[src/rtl/lc3_pkg.sv]
// Shared LC-3 types used by the register-file side blocks.
// Includes the register dump FSM encoding.
package lc3_pkg;

    typedef logic [15:0] word_t;
    typedef logic [2:0]  reg_idx_t;

    typedef enum logic [1:0] {
        IDLE  = 2'd0,
        FETCH = 2'd1,
        SEND  = 2'd2,
        DONE  = 2'd3
    } dump_state_e;

    localparam int LC3_NUM_REGS = 8;

endpackage

[src/rtl/reg_dump_reader.sv]
// Walks R0..NUM_REGS-1 through the register file read port.
// Streams each word, tagged with its index, over a valid/ready interface.
module reg_dump_reader
    import lc3_pkg::*;
#(
    parameter int NUM_REGS = LC3_NUM_REGS,
    parameter int DATA_W   = 16,
    parameter int IDX_W    = 3
) (
    input  logic              Clk,
    input  logic              reset_n,
    input  logic              start,
    input  logic              abort,
    output logic [IDX_W-1:0]  rd_addr,
    input  logic [DATA_W-1:0] rd_data,
    output logic              out_valid,
    input  logic              out_ready,
    output logic [DATA_W-1:0] out_data,
    output logic [IDX_W-1:0]  out_index,
    output logic              busy,
    output logic              done
);

    localparam logic [IDX_W-1:0] LAST_IDX = IDX_W'(NUM_REGS - 1);

    dump_state_e      state;
    dump_state_e      state_nxt;
    logic [IDX_W-1:0] idx;
    logic             hs;

    assign hs = out_valid && out_ready;

    always_ff @(posedge Clk or negedge reset_n) begin
        if (!reset_n) begin
            state <= IDLE;
        end else begin
            state <= state_nxt;
        end
    end

    always_comb begin
        state_nxt = state;
        case (state)
            IDLE:    if (start) state_nxt = FETCH;
            FETCH:   state_nxt = SEND;
            SEND:    if (hs) state_nxt = (idx == LAST_IDX) ? DONE : FETCH;
            DONE:    state_nxt = IDLE;
            default: state_nxt = IDLE;
        endcase
        // abort outranks both start and a same-cycle handshake
        if (abort) state_nxt = IDLE;
    end

    always_comb begin
        rd_addr = (state == IDLE) ? '0 : idx;
    end

    // Registered outputs follow the state being entered, so they line up with it.
    always_ff @(posedge Clk or negedge reset_n) begin
        if (!reset_n) begin
            idx       <= '0;
            out_valid <= 1'b0;
            out_data  <= '0;
            out_index <= '0;
            busy      <= 1'b0;
            done      <= 1'b0;
        end else begin
            out_valid <= (state_nxt == SEND);
            busy      <= (state_nxt != IDLE);
            done      <= (state_nxt == DONE);
            if (state == IDLE && state_nxt == FETCH) begin
                idx <= '0;
            end
            if (state == SEND && state_nxt == FETCH) begin
                idx <= idx + 1'b1;
            end
            if (state == FETCH && state_nxt == SEND) begin
                out_data  <= rd_data;
                out_index <= idx;
            end
        end
    end

endmodule

[config.mk]
export PLATFORM = sky130hd
export DESIGN_NAME = reg_dump_reader
export DESIGN_NICKNAME = d
export VERILOG_FILES = /design/src/rtl/lc3_pkg.sv /design/src/rtl/reg_dump_reader.sv
export SDC_FILE = /design/constraint.sdc
export NUM_CORES = 1
export LEC_CHECK = 0
export BUFFER_PORTS_ARGS = -buffer_cell sky130_fd_sc_hd__buf_2
export CAP_MARGIN = 15
export CORE_AREA = 3 3 50 61
export CTS_CLUSTER_DIAMETER = 80
export CTS_CLUSTER_SIZE = 24
export DETAILED_ROUTE_END_ITERATION = 16
export DIE_AREA = 0 0 53 64
export PLACE_DENSITY = 0.69
export REMOVE_ABC_BUFFERS = 1
export SETUP_SLACK_MARGIN = 0.3
export SYNTH_ARGS = -nofsm -noshare
export SYNTH_HDL_FRONTEND = slang
export SYNTH_SLANG_ARGS = --single-unit
[constraint.sdc]
create_clock -name Clk -period 2.3 [get_ports Clk]
set_input_delay 0 -clock Clk [delete_from_list [all_inputs] [get_ports Clk]]
set_output_delay 0 -clock Clk [all_outputs]
set_load 0.1 [all_outputs]
==> results of run 1 <==
==> sequential cells by signal, summed over array words and instances, names as in the netlist <==
| register | flops |
|---|---|
| busy | 1 |
| done | 1 |
| idx | 3 |
| out_data | 16 |
| out_index | 3 |
| out_valid | 1 |
| state | 2 |
==> cell families after synthesis <==
group,share of synthesized area [%]
simple gates,10.09
buf+inv,2.579
compound gates,2.690
fa+ha+maj,2.242
flops,60.54
mux,21.86
==> stage by stage <==
| stage | area [µm²] | worst slack, ns | cells |
|---|---|---|---|
| floorplan | 1095 | 0.4326 | 76 |
| global placement | 1361 | 0.6316 | 154 |
| detailed placement | 1361 | 0.6158 | 154 |
| CTS | 1599 | 0.5791 | 179 |
| global route | 1599 | 0.4743 | 179 |
| finish | 1599 | 0.5754 | 179 |
==> layer usage <==
layer	up-vias	part of all wire [%]
met3	2	6.7
met5	-	0
met4	0	0.42
met1	405	42
li1	409	-
met2	32	51
==> power by group <==
| group | leakage [nW] | switching, W | internal, W | total, W |
|---|---|---|---|---|
| registers | 0.339 | 0.0000438 | 0.000564 | 0.000607 |
| clock network | 0.0177 | 0.000129 | 0.0000649 | 0.000194 |
| logic | 0.442 | 0.000757 | 0.000166 | 0.000923 |
| total | 0.799 | 0.000930 | 0.000795 | 0.00172 |
==> area by class of cell <==
cell class                 count  share of cell area [%]
clock buffer                   3                   1.408
clock inverter                 1                  0.3130
inverter                       2                  0.4695
multi-input combinational     47                   25.74
sequential                    27                   42.25
tap                           33                   2.582
timing repair buffer          66                   27.23
==> worst paths after layout <==
path | startpoint | end | slack, ns
max | idx[0] | idx[2] | 0.58
min | reset_n | out_valid | 0.22
max reg2reg | idx[0] | idx[2] | 0.58
min reg2reg | out_data[14] | out_data[14] | 0.52
max in group asynchronous | reset_n | out_data[3] | 1.70
min in group Clk | rd_data[13] | out_data[13] | 0.45
==> repair_timing <==
action | CTS | global route
endpoints found under the setup margin | 0 | 0
hold buffers | 21 | 0
resized for setup | 0 | 0
hold endpoints to repair | 48 | 0
==> Yosys cell counts, drive strengths merged, types with 2 or more instances <==
cell	count
ha	2
mux2i	3
nor2b	4
buf	3
nand2	5
inv	2
a211oi	2
nand2b	2
mux2	19
a21oi	2
nor2	2
dfrtp	27
==> metrics.cfg, run 1 <==
[power]
total_power_w = 0.001725
p_per_area_nw_per_um2 = 1079
p_leak_nw = 0.7992
ir_drop_mv = 0.8926

[floorplanning]
ioPinCount = 46
die_y_um = 64
die_width_um = 53
initial_utilization_pct = 44.16
dieArea_um2 = 3392
coreArea_um2 = 2527
rows = 20

[logic_synthesis]
syn_area_per_cell_um2 = 13.95
synth_top_area_cell = dfrtp_1
ys_ff_latch = 27
synth-seq-area-share_pct = 60.54
synthCells = 80
async_reset_ff_share_pct = 100.0
yosysWarnings = 0
synth-edff-count = 0
synthTopCellsByArea = dfrtp_1 61%, mux2_2 19%, mux2i_1 2.7%, ha_1 2.2%, nor2b_1 2.2%
yosysUniqueCellTypes = 21
netlist_area_um2 = 1116
synthFlopType = dfrtp_1
synth_top_cell_area_share_pct = 60.54

[timing]
worstMarginPinSlew_ns = 0.5839
max_freq_ghz = 0.5798
finalSetupViolations = 0
grt_setup_unrepaired = no
fin_crit_ns = 1.725
finClkSkew_ns = 0.004307
max-slew-margin-rel_pct = 61.07
timing.final.max_slew_violations = 0
hold_violations = 0
hold_ws_ns = 0.2196
period_share_pct = 74.98
setup-tns-final_ns = 0

[grt]
met1_usage_pct = 16.62
grt_pass1_vias = 922
grt_max_degree = 28
grt_busiest_layer = met2
grt_util_met2_pct = 29.66
gr-total-overflow = 0
antenna_found_initial = 0
grt_util_met3_pct = 2.797
track_usage_pct = 15.60
grt_first_pass_wirelength_mm = 3.946

[setup_path]
worstPathCellList = ha_1, ha_1, or4_1, mux2i_1
arrival_ns = 1.94
rr_worst_depth = 4
cp_slowest_stage_delay_ns = 0.61
cp_common_cell = ha_1
critical_path_peak_fanout = 5
startpoint_type = flip-flop
critPathCaptureType = flip-flop
cp.depth = 4
cp.required_ns = 2.51
worstSetupPathType = flip-flop to flip-flop
critPathTopFamily = simple AND/OR/NAND/NOR gates
crit_buf_inv = 0
critPathSlowestCell = or4_1

[finish]
seq_area_um2 = 675.6
post-route-util_pct = 63.27
area_delta_synth_final_pct = 43.27
fillCellCount = 203
final_cell_mix = 45 x buf_2, 27 x dfrtp_1, 21 x dlygate4sd3_1
nets = 170
final_common_cell = buf_2
drive_above_1_share_pct = 47.95
multi_input_area_um2 = 411.6
num_antenna_cells = 0

[route]
drc = 0
drt-vias-per-instance = 4.737
postRouteAntennaNets = 0
drt_iter0_drc = 8
wl_mm = 2.357
wl_per_cell_um = 13.17
vias = 848
first_pass_iters = 2

[clock_tree]
cts.sinks = 27
clockBufferDepth = 2
cts_root_buffer = clkbuf_4
post_cts_buffers = 0
clk-insertion-delay-late_ns = 0.31
cts_buffers = 3
h-tree-depth = 1
cts.reportedPaths.clkPinSlew_ns = 0.14
cts_tree = done

[flow_run]
drv_cap = 0

[run_status]
status = completed

[placed_design]
gp_congestion = 0.8074
hpwl_mm = 1.503
portBuffers = 45

[min_path]
hp-class = primary input to asynchronous set/reset pin

Power figures use the tool's default switching activity.
==> inputs of run 2 (changes only) <==
--- a/config.mk
+++ b/config.mk
@@ -7,12 +7,12 @@
 export LEC_CHECK = 0
 export BUFFER_PORTS_ARGS = -buffer_cell sky130_fd_sc_hd__buf_2
 export CAP_MARGIN = 15
-export CORE_AREA = 3 3 50 61
+export CORE_AREA = 3 3 52 63
 export CTS_CLUSTER_DIAMETER = 80
 export CTS_CLUSTER_SIZE = 24
 export DETAILED_ROUTE_END_ITERATION = 16
-export DIE_AREA = 0 0 53 64
-export PLACE_DENSITY = 0.69
+export DIE_AREA = 0 0 55 66
+export PLACE_DENSITY = 0.67
 export REMOVE_ABC_BUFFERS = 1
 export SETUP_SLACK_MARGIN = 0.3
 export SYNTH_ARGS = -nofsm -noshare
==> constraint.sdc (replaced) <==
create_clock -name Clk -period 1.5 [get_ports Clk]
set_input_delay 0 -clock Clk [delete_from_list [all_inputs] [get_ports Clk]]
set_output_delay 0 -clock Clk [all_outputs]
set_load 0.1 [all_outputs]
==> run 2 against run 1 <==
The flow now finishes with violations (negative setup slack). Sequential share of layout area shrank 7.4 points. Maximum frequency is 14% higher. Final area grew 22%. Via count rose by 12%. Flip-flop and latch count unchanged. Clock power is 57% higher. Critical path type unchanged. Critical endpoint is now idx[1]. Highest routed layer unchanged.
==> metrics.cfg, run 2 (synthesis gave the netlist of run 1 again) <==
[timing]
finClkSkew_ns = 0.005635  ; +0.001328 ns
max_freq_ghz = 0.6612  ; +14%
finalSetupViolations = 1  ; +1
max-slew-margin-rel_pct = 60.49  ; -0.58 points
grt_setup_unrepaired = yes
fin_ws_ns = -0.01229  ; -0.5877 ns
worstMarginPinSlew_ns = 0.5926  ; +0.008693 ns
period_share_pct = 100.8  ; +26 points
timing.final.max_slew_violations = 0  ; unchanged
fin_crit_ns = 1.512  ; -0.2123 ns
hold_violations = 0  ; unchanged

[route]
wl_mm = 3.000  ; +27%
drt-vias-per-instance = 4.827  ; +1.9%
route.met3.wl_um = 110  ; -31%
drc = 0  ; unchanged
first_pass_iters = 4  ; +2
topRoutingLayerUsed = met4
wl_met2_mm = 1.654  ; +38%
postRouteAntennaNets = 0  ; unchanged
drt_iter0_drc = 14  ; +6
vias = 946  ; +12%
wl_per_cell_um = 15.31  ; +16%
met1_length_mm = 1.186  ; +20%

[clock_tree]
cts_tree = done
cts_buffers = 3  ; unchanged
cts.reportedPaths.clkPinSlew_ns = 0.14  ; about the same
h-tree-depth = 1  ; unchanged
clockBufferDepth = 2  ; unchanged
cts.sinks = 27  ; unchanged
cts_root_buffer = clkbuf_4
clk-insertion-delay-late_ns = 0.31  ; about the same

[power]
p_seq_share_pct = 33.7  ; -1.5 points
p_leak_nw = 0.9577  ; +20%
internal_power_w = 0.001327  ; +67%
p_per_area_nw_per_um2 = 1442  ; +34%
switchingPower_w = 0.001476  ; +59%
p_comb_share_pct = 55.5  ; +2.0 points
power_frac_clock_pct = 10.8  ; -0.5 points
swShare_pct = 52.65  ; -1.3 points
ir_drop_mv = 1.134  ; +27%

[finish]
num_antenna_cells = 0  ; unchanged
final_area_um2 = 1944  ; +22%
area_delta_synth_final_pct = 74.21
drive_above_1_share_pct = 59.88  ; +12 points
final_common_cell = buf_2
fillCellCount = 194  ; -4.4%
final_cell_mix = 42 x buf_2, 26 x dfrtp_1, 20 x dlygate4sd3_1
largest-register = out_data
largestRegisters = out_data: 16 flops, idx: 3 flops, out_index: 3 flops
nets = 186  ; +9.4%
seq_area_um2 = 676.9  ; +0.19%
largest_reg_flops = 16  ; unchanged
multi_input_area_um2 = 543.0  ; +32%

[setup_path]
critical_path_peak_fanout = 3  ; -2
critPathCaptureType = flip-flop
worstSetupPathType = flip-flop to flip-flop
cp.required_ns = 1.74  ; -0.77 ns
arrival_ns = 1.75  ; -0.19 ns
startpoint_type = flip-flop
rr_worst_depth = 4  ; unchanged

[min_path]
holdPathStages = 3
hp-class = primary input to flip-flop

[floorplanning]
ioPinCount = 46  ; unchanged
initial_utilization_pct = 40.07  ; -4.1 points
rows = 21  ; +5.0%
dieArea_um2 = 3630  ; +7.0%
die_width_um = 55  ; +3.8%
die_y_um = 66  ; +3.1%
coreArea_um2 = 2785  ; +10%

[run_status]
failed_checks = negative setup slack
status = complete, but fails checks

[placed_design]
gp_congestion = 0.7578  ; -6.1%
hpwl_mm = 1.753  ; +17%
pre_cts_ws_ns = -0.1984  ; -0.8141 ns
portBuffers = 45  ; unchanged
placed_area_um2 = 1435  ; +5.4%

[grt]
track_usage_pct = 17.41  ; +1.8 points
gr-total-overflow = 0  ; unchanged
antenna_found_initial = 0  ; unchanged
grt_first_pass_wirelength_mm = 4.595  ; +16%
grt_pass1_vias = 968  ; +5.0%
grt_max_degree = 28  ; unchanged

[flow_run]
drv_cap = 0  ; unchanged

==> run 2: cell types whose count changed in the layout (fill, tap and decap cells not counted), sizes merged <==
cell | previous run | this run
clkbuf | 3 | 4
dlygate4sd3 | 21 | 20
buf | 45 | 61
==> run 2: per-stage QoR <==
| stage | hold slack [ns] | std cells | power, W | TNS, ns | utilization [%] |
|---|---|---|---|---|---|
| 6_report | 0.08736 | 196 | 0.002804 | -0.01229 | 69.81 |
| 5_1_grt | 0.06617 | 196 | 0.002919 | -0.06596 | 69.81 |
| 4_1_cts | 0.06524 | 191 | 0.002799 | -0.009853 | 66.40 |
| 3_5_place_dp | 0.03910 | 163 | 0.002342 | -0.5170 | 51.53 |
| 3_3_place_gp | 0.03224 | 163 | 0.002316 | -0.2922 | 51.53 |
| 2_1_floorplan | -0.2956 | 76 | 0.002094 | -2.162 | - |
==> run 2: cell type report <==
class | count | area share (%)
flip-flops and latches | 27 | 34.81
repair buffers | 82 | 33.27
well taps | 34 | 2.188
multi-input cells | 47 | 27.93
clock buffers | 3 | 1.158
clock inverters | 1 | 0.2574
inverters | 2 | 0.3861
==> run 2: path summary, 6_finish.rpt <==
| check | startpoint | endpoint | slack [ns] |
|---|---|---|---|
| max in group asynchronous | reset_n | state[0] | 0.87 |
| worst max register to register | idx[0] | idx[1] | -0.01 |
| worst min-delay path | abort | idx[0] | 0.09 |
| min in group asynchronous | reset_n | out_data[15] | 0.21 |
| worst min register to register | out_data[4] | out_data[4] | 0.52 |
| worst max-delay path | idx[0] | idx[1] | -0.01 |
==> run 2: timing repair <==
item,CTS,global route
buffers inserted,4,4
pin swaps,3,3
endpoints found under the setup margin,26,27
gates resized for setup,42,10
cloned,0,1
endpoints found under the hold margin,48,0
hold buffers,20,0
==> run 2: critical path, stage by stage (launching register included) <==
cell and delay [ns]:
dfrtp_1 0.41, ha_2 0.20, ha_4 0.16, or4_4 0.45, mux2i_1 0.21
==> run 2: routing by layer <==
metal | vias up | GRT usage, %
met2 | 33 | 30.62
met5 | - | 0
li1 | 443 | -
met3 | 6 | 2.709
met4 | 0 | 6.383
met1 | 464 | 20.52
==> run 2: power by group through the flow <==
stage / sequential, W / combinational, W / clock, W
5_1_grt: 0.000965 / 0.00161 / 0.000345
4_1_cts: 0.000939 / 0.00154 / 0.000320
3_3_place_gp: 0.000935 / 0.00138 / 0
6_report: 0.000944 / 0.00156 / 0.000304
3_5_place_dp: 0.000950 / 0.00139 / 0
2_1_floorplan: 0.00194 / 0.000152 / 0
==> inputs of run 3 (changes only) <==
--- a/config.mk
+++ b/config.mk
@@ -12,8 +12,8 @@
 export CTS_CLUSTER_SIZE = 24
 export DETAILED_ROUTE_END_ITERATION = 16
 export DIE_AREA = 0 0 55 66
+export HOLD_SLACK_MARGIN = 0.05
 export PLACE_DENSITY = 0.67
-export REMOVE_ABC_BUFFERS = 1
 export SETUP_SLACK_MARGIN = 0.3
 export SYNTH_ARGS = -nofsm -noshare
 export SYNTH_HDL_FRONTEND = slang
==> run 3 against run 2 <==
Final area up 0.26%. Critical endpoint unchanged. Maximum frequency grew 3.6%. Utilization rose by 0.18 points. The run now ends clean. Worst hold slack worse by 0.016 ns. Die area stayed put. Total power grew 1.1%. Register-to-register slack gained 0.05 ns. Sequential power about the same. Count of clock-buffer cells in the layout rose by 1.
==> metrics.cfg, run 3 (synthesis gave the netlist of run 1 again) <==
[finish]
num_antenna_cells = 0  ; unchanged
largest_reg_flops = 16  ; unchanged
drive_above_1_share_pct = 61.88  ; +2.0 points
final_common_cell = buf_2
area_delta_synth_final_pct = 74.66
final_cell_mix = 41 x buf_2, 24 x dfrtp_1, 20 x dlygate4sd3_1
nets = 184  ; -1.1%
largest-register = out_data
fillCellCount = 212  ; +9.3%
fin_cells = 194  ; -1.0%
largestRegisters = out_data: 16 flops, idx: 3 flops, out_index: 3 flops

[power]
ir_drop_mv = 1.140  ; +0.54%
p_leak_nw = 0.9446  ; -1.4%
p_per_area_nw_per_um2 = 1454  ; +0.81%
total_power_w = 0.002834  ; +1.1%

[floorplanning]
die_y_um = 66  ; unchanged
ioPinCount = 46  ; unchanged
die_width_um = 55  ; unchanged
initial_utilization_pct = 40.07  ; unchanged
dieArea_um2 = 3630  ; unchanged
rows = 21  ; unchanged
coreArea_um2 = 2785  ; unchanged

[logic_synthesis]
synth_nets = 103

[placed_design]
gp_congestion = 0.7062  ; -6.8%
hpwl_mm = 1.693  ; -3.4%
pre_cts_ws_ns = -0.1055  ; +0.09291 ns
portBuffers = 45  ; unchanged
dp.cells = 163  ; unchanged

[setup_path]
critPathTopFamily = simple AND/OR/NAND/NOR gates
cp_slowest_stage_delay_ns = 0.45  ; about the same
arrival_ns = 1.69  ; -0.06 ns
startpoint_type = flip-flop
cp.required_ns = 1.73  ; about the same
critPathCaptureType = flip-flop
critical_path_peak_fanout = 3  ; unchanged
crit_buf_inv = 0  ; unchanged
worstSetupPathType = flip-flop to flip-flop
critPathSlowestCell = or4_4
worstPathCellList = ha_2, ha_4, or4_4, mux2i_1

[clock_tree]
clk-insertion-delay-late_ns = 0.32  ; about the same
cts.reportedPaths.clkPinSlew_ns = 0.14  ; about the same
clockBufferDepth = 2  ; unchanged
cts_tree = done
h-tree-depth = 1  ; unchanged
cts_root_buffer = clkbuf_4
cts.sinks = 27  ; unchanged
cts_buffers = 3  ; unchanged

[route]
postRouteAntennaNets = 0  ; unchanged
first_pass_iters = 2  ; -2
wl_per_cell_um = 15.15  ; -1.0%
drt_iter0_drc = 24  ; +10
vias = 928  ; -1.9%
drc = 0  ; unchanged
drt-vias-per-instance = 4.784  ; -0.89%
wl_mm = 2.939  ; -2.0%

[timing]
worstMarginPinSlew_ns = 0.6098  ; +0.01725 ns
max_freq_ghz = 0.6850  ; +3.6%
grt_setup_unrepaired = yes
finClkSkew_ns = 0.002209  ; -0.003426 ns
fin_crit_ns = 1.460  ; -0.05250 ns
max-slew-margin-rel_pct = 59.34  ; -1.1 points
timing.final.max_slew_violations = 0  ; unchanged
setup-tns-final_ns = 0  ; +0.01229 ns
hold_violations = 0  ; unchanged
fin_ws_ns = 0.04021  ; +0.05250 ns
finalSetupViolations = 0  ; -1
period_share_pct = 97.32  ; -3.5 points

[min_path]
hp-class = primary input to flip-flop

[grt]
gr-total-overflow = 0  ; unchanged
track_usage_pct = 17.35  ; -0.060 points
grt_max_degree = 28  ; unchanged
grt_first_pass_wirelength_mm = 4.457  ; -3.0%
grt_pass1_vias = 1014  ; +4.8%
antenna_found_initial = 0  ; unchanged

[flow_run]
drv_cap = 0  ; unchanged

[run_status]
status = completed

run 3: changes by cell type in the layout (fill, tap and decap cells not counted), sizes merged:
| cell | delta |
|---|---|
| buf | -2 |
| clkbuf | +1 |
| clkinv | -1 |
run 3: cell type report:
type                       count  area, µm²  area share, %
sequential                    27      679.4          34.85
tap                           34      42.54          2.182
inverter                       2      7.507         0.3851
multi-input combinational     47      553.0          28.37
clock buffer                   4      26.28          1.348
timing repair buffer          80      640.6          32.86
run 3: final timing paths:
| kind | from | endpoint | slack [ns] | cells after the start |
|---|---|---|---|---|
| hold / removal | abort | idx[0] | 0.07 | 3 |
| min in group asynchronous | reset_n | out_data[12] | 0.20 | 2 |
| setup / recovery | idx[0] | idx[1] | 0.04 | 4 |
| hold reg to reg | out_index[2] | out_index[2] | 0.53 | 1 |
| setup reg to reg | idx[0] | idx[1] | 0.04 | 4 |
| max in group asynchronous | reset_n | out_valid | 0.87 | 2 |
run 3: what timing repair did:
action	4_1_cts	5_1_grt
endpoints found under the setup margin	26	29
pin swaps	4	5
setup buffers	4	2
cloned	1	0
endpoints found under the hold margin	48	0
hold buffers	20	0
gates resized for setup	14	9
run 3: tightest hold or removal path, stage by stage:
cell and delay [ns]:
buf_2 0.14, or4_4 0.17, mux2i_1 0.07
run 3: metrics by stage:
step / cell area, µm² / util [%] / hold WS, ns
final: 1949 / 69.99 / 0.07148
after global placement: 1570 / 56.38 / 0.02887
after floorplan: 1214 / - / -0.2956
after detailed placement: 1570 / 56.38 / 0.04679
after global routing: 1949 / 69.99 / 0.06254
after CTS: 1901 / 68.24 / 0.05543
run 3: layer usage:
layer	global-route usage (%)	up-vias	wire length (µm)
li1	-	438	-
met1	20.06	452	1204
met2	30.03	34	1517
met3	2.483	4	165
met4	8.511	0	51
met5	0	-	0
run 3: power by group:
part           internal, W  leakage, nW  switching (W)
Sequential        0.000866        0.335      0.0000791
Clock             0.000104       0.0150       0.000215
Combinational     0.000373        0.595        0.00120
Total              0.00134        0.945        0.00149
